===== config.mk =====
export PLATFORM = sky130hd
export DESIGN_NAME = uart_word_rx
export DESIGN_NICKNAME = d
export VERILOG_FILES = /design/src/rtl/uart_word_rx.sv
export SDC_FILE = /design/constraint.sdc
export NUM_CORES = 1
export LEC_CHECK = 0
export CAP_MARGIN = 20
export CELL_PAD_IN_SITES_DETAIL_PLACEMENT = 1
export CELL_PAD_IN_SITES_GLOBAL_PLACEMENT = 1
export CORE_ASPECT_RATIO = 0.5
export CORE_MARGIN = 2
export CORE_UTILIZATION = 48
export DETAILED_ROUTE_END_ITERATION = 8
export PLACE_DENSITY_LB_ADDON = 0.1
export SLEW_MARGIN = 20
export SYNTH_ARGS = -nofsm -noshare
export SYNTH_HDL_FRONTEND = slang
export SYNTH_SLANG_ARGS = --single-unit

===== constraint.sdc =====
create_clock -name i_clk -period 4.64 [get_ports i_clk]
set_input_delay 0.928 -clock i_clk [delete_from_list [all_inputs] [get_ports i_clk]]
set_output_delay 0.928 -clock i_clk [all_outputs]
set_load 0.03 [all_outputs]

===== src/rtl/uart_word_rx.sv =====
// uart_word_rx: 8N1 UART receiver that packs four bytes little-endian into a 32-bit word.
// Optional inter-byte timeout enabled by defining UART_WORD_TIMEOUT_EN.
module uart_word_rx #(
  parameter int CLKS_PER_BIT = 104,
  parameter int TIMEOUT_BITS = 20
) (
  input  logic        i_clk,
  input  logic        n_rst,
  input  logic        i_rx,
  output logic [31:0] uart_buf,
  output logic        valid_data,
  output logic        framing_err,
  output logic [1:0]  byte_idx
);
  localparam int CW = $clog2(CLKS_PER_BIT);
  localparam logic [CW-1:0] FULL_M1 = CW'(CLKS_PER_BIT - 1);
  localparam logic [CW-1:0] HALF_M1 = CW'(CLKS_PER_BIT / 2 - 1);

  typedef enum logic [1:0] {IDLE, START, DATA, STOP} state_t;

  state_t        state, nxt;
  logic          rx_m, rx_s;
  logic [CW-1:0] cnt;
  logic [2:0]    bit_cnt;
  logic [7:0]    shift;
  logic [31:0]   shadow;
  logic          fe_wait;
  logic          tick;
  logic          timeout;

  assign tick = cnt == ((state == START) ? HALF_M1 : FULL_M1);

  // two-flop synchronizer on the asynchronous serial line, idle high
  always_ff @(posedge i_clk or negedge n_rst)
    if (!n_rst) {rx_m, rx_s} <= 2'b11;
    else {rx_m, rx_s} <= {i_rx, rx_m};

  // state register
  always_ff @(posedge i_clk or negedge n_rst)
    if (!n_rst) state <= IDLE;
    else state <= nxt;

  // next state; after a framing error STOP waits for the line to return high
  always_comb begin
    nxt = state;
    case (state)
      IDLE:    nxt = rx_s ? IDLE : START;
      START:   nxt = !tick ? START : (rx_s ? IDLE : DATA);
      DATA:    nxt = (tick && bit_cnt == 3'd7) ? STOP : DATA;
      STOP:    nxt = (fe_wait ? rx_s : (tick && rx_s)) ? IDLE : STOP;
      default: nxt = IDLE;
    endcase
  end

  // bit-period counter: held at zero in IDLE, reloads at every sample point
  always_ff @(posedge i_clk or negedge n_rst)
    if (!n_rst) cnt <= '0;
    else cnt <= (state == IDLE || tick) ? '0 : cnt + 1'b1;

  // data path: bit shifting, byte assembly and word hand-off
  always_ff @(posedge i_clk or negedge n_rst)
    if (!n_rst) begin
      bit_cnt     <= '0;
      shift       <= '0;
      shadow      <= '0;
      uart_buf    <= '0;
      valid_data  <= 1'b0;
      framing_err <= 1'b0;
      byte_idx    <= '0;
      fe_wait     <= 1'b0;
    end else begin
      valid_data  <= 1'b0;
      framing_err <= 1'b0;
      if (state == IDLE) bit_cnt <= '0;
      if (state == DATA && tick) begin
        shift   <= {rx_s, shift[7:1]};
        bit_cnt <= bit_cnt + 1'b1;
      end
      if (state == STOP && fe_wait && rx_s) fe_wait <= 1'b0;
      if (state == STOP && !fe_wait && tick) begin
        if (rx_s) begin
          shadow[{byte_idx, 3'b000} +: 8] <= shift;
          byte_idx <= byte_idx + 1'b1;
          if (byte_idx == 2'd3) begin
            uart_buf   <= {shift, shadow[23:0]};
            valid_data <= 1'b1;
          end
        end else begin
          framing_err <= 1'b1;
          byte_idx    <= '0;
          fe_wait     <= 1'b1;
        end
      end
      if (timeout) byte_idx <= '0;
    end

`ifdef UART_WORD_TIMEOUT_EN
  localparam int TLIM = TIMEOUT_BITS * CLKS_PER_BIT;
  localparam int TW = $clog2(TLIM + 1);
  logic [TW-1:0] tcnt;

  // idle-gap counter, runs only while a partial word is pending
  always_ff @(posedge i_clk or negedge n_rst)
    if (!n_rst) tcnt <= '0;
    else tcnt <= (state != IDLE || byte_idx == 2'd0 || timeout) ? '0 : tcnt + 1'b1;

  assign timeout = tcnt == TW'(TLIM);
`else
  assign timeout = TIMEOUT_BITS < 0;
`endif
endmodule


==> results of run 1 <==
-- state kept, by name, summed over array words and instances (netlist names) --
register,count
shift,8
uart_buf,32
rx_s,1
byte_idx,2
valid_data,1
rx_m,1
state,2
framing_err,1
fe_wait,1
cnt,7
bit_cnt,3
shadow,24
-- worst reg2reg max path, delay by kind of cell, from the launching register on --
family	cells	cell delay [ns]
AND/OR/NAND/NOR	2	1.69
multiplexers	1	0.37
flip-flops	1	0.44
-- per-layer routing --
| layer | global-route usage | part of all wire | vias to the layer above | wire length, microns |
|---|---|---|---|---|
| li1 | - | - | 1053 | - |
| met1 | 0.2423 | 0.47 | 1171 | 3429 |
| met2 | 0.3226 | 0.48 | 28 | 3506 |
| met3 | 0.06596 | 0.035 | 9 | 258 |
| met4 | 0.05769 | 0.010 | 0 | 76 |
| met5 | 0 | 0 | - | 0 |
-- power groups by stage --
stage / clock network [mW] / logic [mW] / registers (mW)
finish: 0.650 / 0.0155 / 0.727
detailed placement: 0 / 0.0165 / 0.740
global route: 0.698 / 0.0185 / 0.727
global placement: 0 / 0.0158 / 0.740
CTS: 0.669 / 0.0166 / 0.727
floorplan: 0 / 0.00147 / 0.739
-- stage by stage --
step | total power [mW] | util
floorplan | 0.7407 | -
global placement | 0.7561 | 0.5553
detailed placement | 0.7569 | 0.5553
CTS | 1.413 | 0.5921
global route | 1.443 | 0.5926
finish | 1.393 | 0.5926
-- worst min-delay path by stage --
stage                         startpoint        endpoint  slack, ns
after floorplan           rx_m$_DFF_PN1_  rx_s$_DFF_PN1_       0.35
after global placement    rx_m$_DFF_PN1_  rx_s$_DFF_PN1_       0.35
after detailed placement  rx_m$_DFF_PN1_  rx_s$_DFF_PN1_       0.35
after CTS                 rx_m$_DFF_PN1_  rx_s$_DFF_PN1_       0.36
after global routing      rx_m$_DFF_PN1_  rx_s$_DFF_PN1_       0.36
final                     rx_m$_DFF_PN1_  rx_s$_DFF_PN1_       0.36
-- kinds of logic (layout without fill, tap and decap cells) --
| family | count (synthesis) | count (layout) | share of synthesized area |
|---|---|---|---|
| AO/OA/AOI/OAI | 23 | 23 | 0.04290 |
| AND/OR/NAND/NOR | 65 | 65 | 0.1102 |
| flip-flops | 83 | 83 | 0.5703 |
| adder cells (fa/ha/maj) | 8 | 8 | 0.02745 |
| buffers and inverters | 36 | 78 | 0.04392 |
| multiplexers | 66 | 66 | 0.1980 |
| XOR/XNOR | 3 | 3 | 0.007208 |
-- cell usage after synthesis, types with 3 or more instances --
cell type and number:
a21oi_1 4, buf_2 5, clkbuf_1 3, dfrtp_1 81
ha_1 8, inv_1 24, mux2_2 48, mux2i_1 17
nand2_1 18, nand2b_1 3, nand3_1 5, nor2_1 16
nor4_4 4, o211ai_1 6, o21ai_0 3, or3_1 3
-- area by class of cell --
| cell class | count | share of cell area |
|---|---|---|
| clock inverters | 4 | 0.006320 |
| flip-flops and latches | 83 | 0.4774 |
| multi-input cells | 165 | 0.3229 |
| well taps | 96 | 0.02758 |
| clock buffers | 11 | 0.05573 |
| repair buffers | 39 | 0.08934 |
| inverters | 24 | 0.02068 |
==> impl_metrics.env, run 1 <==
export IMPL_status="finished clean"
export IMPL_synth_warnings=0
export IMPL_nets=333
export IMPL_period_minus_slack_ns=2.608
export IMPL_ctsResizeCount=0
export IMPL_relSlewSlack=0.3525
export IMPL_r2r_start="cnt[3]$_DFF_PN0_"
export IMPL_whs_ns=0.3569
export IMPL_fin_ws_ns=2.032
export IMPL_insertion_delay_ns=0.34
export IMPL_p_sw_mw=0.2924
export IMPL_clk_path_buf_depth=2
export IMPL_reg2reg_slack_ns=2.03
export IMPL_start_util=0.4961
export IMPL_max_stage_delay_ns=0.94
export IMPL_path_class="reg -> reg"
export IMPL_die_h_microns=65.63
export IMPL_crit_family="simple AND/OR/NAND/NOR gates"
export IMPL_critPathBufInv=0
export IMPL_die_x_microns=127.3
export IMPL_layout_commonest_cell="dfrtp_1"
export IMPL_pre_cts_ws_ns=2.048
export IMPL_slowest_stage="or4_1"
export IMPL_antenna_found_initial=0
export IMPL_syn_inst=284
export IMPL_final_area_sq_um=4355
export IMPL_routedWlPerCell_microns=17.23
export IMPL_port_buffers=38
export IMPL_hp_class="reg -> reg"
export IMPL_cts_tree="yes"
export IMPL_peakVddDrop_mv=0.1552
export IMPL_synthTopCellsByArea="dfrtp_1 (56%), mux2_2 (15%), mux2i_1 (4.7%)"
export IMPL_die_area_sq_um=8351
export IMPL_first_global_vias=2453
export IMPL_max_cap_viol_count=0
export IMPL_drtIter0Drc=74
export IMPL_critical_path_required_ns=4.86
export IMPL_drt_pass1_iter_count=4
export IMPL_maxSlewViolCount=0
export IMPL_crit_start="cnt[3]$_DFF_PN0_"
export IMPL_crit_path_end_kind="flop"
export IMPL_arrival_ns=2.83
export IMPL_cts_root_buf="clkbuf_16"
export IMPL_crit_chain="nand4bb_1, or4_1, mux2_2"
export IMPL_synth_top_area_cell="dfrtp_1"
export IMPL_core_area_sq_um=7350
export IMPL_endpoint="shift[7]$_DFFE_PN0P_"
export IMPL_rsz0062_at_grt="false"
export IMPL_viasPerCell=5.358
export IMPL_drc=0
export IMPL_instances_no_fill=422
export IMPL_r2r_end="shift[7]$_DFFE_PN0P_"
export IMPL_ys_seq_area_frac=0.5704
export IMPL_placedInstanceArea_sq_um=4081
export IMPL_multi_input_area_sq_um=1406
export IMPL_grtUsageTotal=0.1933
export IMPL_grt_first_pass_wirelength_mm=12.20
export IMPL_setup_tns_ns=0
export IMPL_path_max_fanout=14
export IMPL_synth_area_sq_um=3646
export IMPL_cp_num_cells=3
export IMPL_drive_above_1_share=0.2239
export IMPL_ys_flop_type="dfrtp_1"
export IMPL_fmax_mhz=383.5
export IMPL_cts_hold_buf=0
export IMPL_synth_seq_cells=83
export IMPL_pin_count=39
export IMPL_num_rows=22
export IMPL_seqPwrFrac=0.522
export IMPL_cts_reportedPaths_clkPinSlew_ns=0.06
export IMPL_nFillCells=739
export IMPL_tritoncts_num_sinks=83
export IMPL_crit_path_start_kind="flop"
export IMPL_netSwitchingFraction=0.2100
export IMPL_async_flop_share=1.000
export IMPL_synthDistinctLibCells=46
export IMPL_syn_avg_cell_area_sq_um=12.84
export IMPL_final_cell_mix="dfrtp_1 (81), mux2_2 (48), clkdlybuf4s50_1 (37), inv_1 (24), nand2_1 (18)"
export IMPL_grt_max_degree=84
export IMPL_hold_viol_final=0
export IMPL_dp_hpwl_mm=4.919
export IMPL_ant_nets=0
export IMPL_dp_cells=407
export IMPL_pwr_share_clk=0.467
export IMPL_power_density_nw_per_um2=319.8
export IMPL_diodes=0
export IMPL_fin_skew_ns=0.005154
export IMPL_place_congestion=0.7695
export IMPL_seq_area_sq_um=2079
export IMPL_overflow=0
export IMPL_synth_edf_count=0
export IMPL_internal_power_mw=1.100
export IMPL_reg2regPathDepth=3
export IMPL_synth_nets=295
export IMPL_fin_crit_sh=0.5620
export IMPL_p_comb_frac=0.011
export IMPL_post_cts_buffers=0
export IMPL_finalSetupViolations=0
export IMPL_tightest_slew_ns=0.9692
export IMPL_totalWireLength_mm=7.271
export IMPL_htree_levels=3
export IMPL_cts_buffers=9
export IMPL_vias=2261
export IMPL_p_leak_nw=1.990
export IMPL_yosysTopAreaCellShare=0.5559
export IMPL_area_growth_pct=19.46
export IMPL_hold_depth=0
No activity file was read; power rests on OpenSTA's default activity.
==> run 2, diff against run 1 <==
CORE_UTILIZATION = 46   (was 48)
clock period = 2.5 ns   (was 4.64 ns; I/O delays follow)
==> impl_metrics.env, run 2 (synthesis gave the netlist of run 1 again) <==
export IMPL_seqPwrFrac=0.493
export IMPL_die_h_microns=66.96
export IMPL_internal_power_mw=2.159
export IMPL_routedWlPerCell_microns=16.89
export IMPL_crit_chain="ha_1, nand2_2, nor4_4, mux2_2"
export IMPL_period_minus_slack_ns=2.142
export IMPL_placedInstanceArea_sq_um=4167
export IMPL_viasPerCell=5.206
export IMPL_grtUsageTotal=0.2032
export IMPL_pwr_share_clk=0.495
export IMPL_cts_hold_buf=0
export IMPL_max_cap_viol_count=0
export IMPL_port_buffers=38
export IMPL_nFillCells=734
export IMPL_peakVddDrop_mv=0.3846
export IMPL_crit_path_end_kind="flop"
export IMPL_reg2reg_slack_ns=0.36
export IMPL_crit_path_start_kind="flop"
export IMPL_cts_tree="yes"
export IMPL_multi_input_area_sq_um=1406
export IMPL_grt_max_degree=45
export IMPL_hp_class="in -> async"
export IMPL_power_density_nw_per_um2=611.4
export IMPL_drive_above_1_share=0.2432
export IMPL_first_global_vias=2532
export IMPL_path_max_fanout=16
export IMPL_layout_commonest_cell="dfrtp_1"
export IMPL_top_regs="uart_buf (32), shadow (24), shift (8)"
export IMPL_fmax_mhz=466.9
export IMPL_drtIter0Drc=88
export IMPL_crit_family="simple AND/OR/NAND/NOR gates"
export IMPL_fin_skew_ns=0.006710
export IMPL_area_growth_pct=22.75
export IMPL_htree_levels=3
export IMPL_arrival_ns=2.36
export IMPL_vias=2296
export IMPL_core_area_sq_um=7515
export IMPL_largest_reg_flops=32
export IMPL_final_cell_mix="dfrtp_1 (81), mux2_2 (48), clkdlybuf4s50_1 (37), inv_1 (24), nand2_1 (18)"
export IMPL_start_util=0.4852
export IMPL_overflow=0
export IMPL_nets=339
export IMPL_p_leak_nw=2.042
export IMPL_finalSetupViolations=0
export IMPL_critPathBufInv=0
export IMPL_grt_first_pass_wirelength_mm=12.96
export IMPL_critical_path_required_ns=2.72
export IMPL_die_x_microns=129.9
export IMPL_p_sw_mw=0.5767
export IMPL_final_area_sq_um=4476
export IMPL_cts_reportedPaths_clkPinSlew_ns=0.07
export IMPL_num_rows=22
export IMPL_maxSlewViolCount=0
export IMPL_hold_viol_final=0
export IMPL_die_area_sq_um=8698
export IMPL_rsz0062_at_grt="false"
export IMPL_slowest_stage="nor4_4"
export IMPL_seq_area_sq_um=2079
export IMPL_insertion_delay_ns=0.34
export IMPL_totalWireLength_mm=7.450
export IMPL_clk_path_buf_depth=2
export IMPL_relSlewSlack=0.5672
export IMPL_tritoncts_num_sinks=83
export IMPL_dp_hpwl_mm=5.107
export IMPL_cts_buffers=9
export IMPL_drt_pass1_iter_count=4
export IMPL_cts_root_buf="clkbuf_16"
export IMPL_top_register="uart_buf"
export IMPL_max_stage_delay_ns=0.68
export IMPL_post_cts_buffers=0
export IMPL_place_congestion=0.7442
export IMPL_diodes=0
export IMPL_drc=0
export IMPL_p_comb_frac=0.012
export IMPL_pin_count=39
export IMPL_netSwitchingFraction=0.2108
export IMPL_setup_tns_ns=0
export IMPL_fin_crit_sh=0.8567
export IMPL_path_class="reg -> reg"
export IMPL_ctsResizeCount=0
export IMPL_ant_nets=0
export IMPL_power_mw=2.736
export IMPL_status="finished clean"
export IMPL_antenna_found_initial=0
export IMPL_tightest_slew_ns=0.6443
-- run 2: through the flow --
step | instances | hold slack (ns) | worst slack [ns] | utilization
floorplan | 284 | 0.2044 | 0.5417 | -
global placement | 425 | 0.3485 | 0.4517 | 0.5544
detailed placement | 425 | 0.3501 | 0.3726 | 0.5544
CTS | 441 | 0.1710 | 0.3331 | 0.5956
global route | 441 | 0.1848 | 0.2088 | 0.5956
finish | 441 | 0.1576 | 0.3583 | 0.5956
-- run 2: final cells by class --
| type | instances | share of cell area |
|---|---|---|
| clock buffer | 10 | 0.05340 |
| clock inverter | 6 | 0.01566 |
| inverter | 24 | 0.02013 |
| multi-input combinational | 165 | 0.3142 |
| sequential | 83 | 0.4646 |
| tap | 108 | 0.03019 |
| timing repair buffer | 45 | 0.1018 |
-- run 2: routing by layer --
| layer | global-route usage | vias to the layer above | wire (microns) | part of all wire |
|---|---|---|---|---|
| li1 | - | 1072 | - | - |
| met4 | 0.07392 | 0 | 136 | 0.018 |
| met1 | 0.2425 | 1180 | 3326 | 0.45 |
| met2 | 0.3475 | 30 | 3748 | 0.50 |
| met3 | 0.06667 | 14 | 239 | 0.032 |
| met5 | 0 | - | 0 | 0 |
-- run 2: final timing paths --
| kind | to | cells after the start | startpoint |
|---|---|---|---|
| setup / recovery | shadow[11]$_DFFE_PN0P_ | 4 | cnt[0]$_DFF_PN0_ |
| hold / removal | uart_buf[5]$_DFFE_PN0P_ | 1 | n_rst |
| setup reg to reg | shadow[11]$_DFFE_PN0P_ | 4 | cnt[0]$_DFF_PN0_ |
| hold reg to reg | rx_s$_DFF_PN1_ | 0 | rx_m$_DFF_PN1_ |
| max in group asynchronous | rx_m$_DFF_PN1_ | 2 | n_rst |
| min in group i_clk | rx_s$_DFF_PN1_ | 0 | rx_m$_DFF_PN1_ |
-- run 2: worst register-to-register path: cells and delay by family, from the launching register on --
family	cells	cell delay [ns]
DFF	1	0.38
muxes	1	0.41
adders and majority gates	1	0.25
and+or+nand+nor	2	0.98
-- run 2: power by group through the flow --
stage               Combinational [mW]  Sequential (mW)  Clock (mW)
finish                          0.0329             1.35        1.35
floorplan                      0.00272             1.37           0
global route                    0.0388             1.35        1.45
CTS                             0.0355             1.35        1.39
detailed placement              0.0355             1.37           0
global placement                0.0341             1.37           0
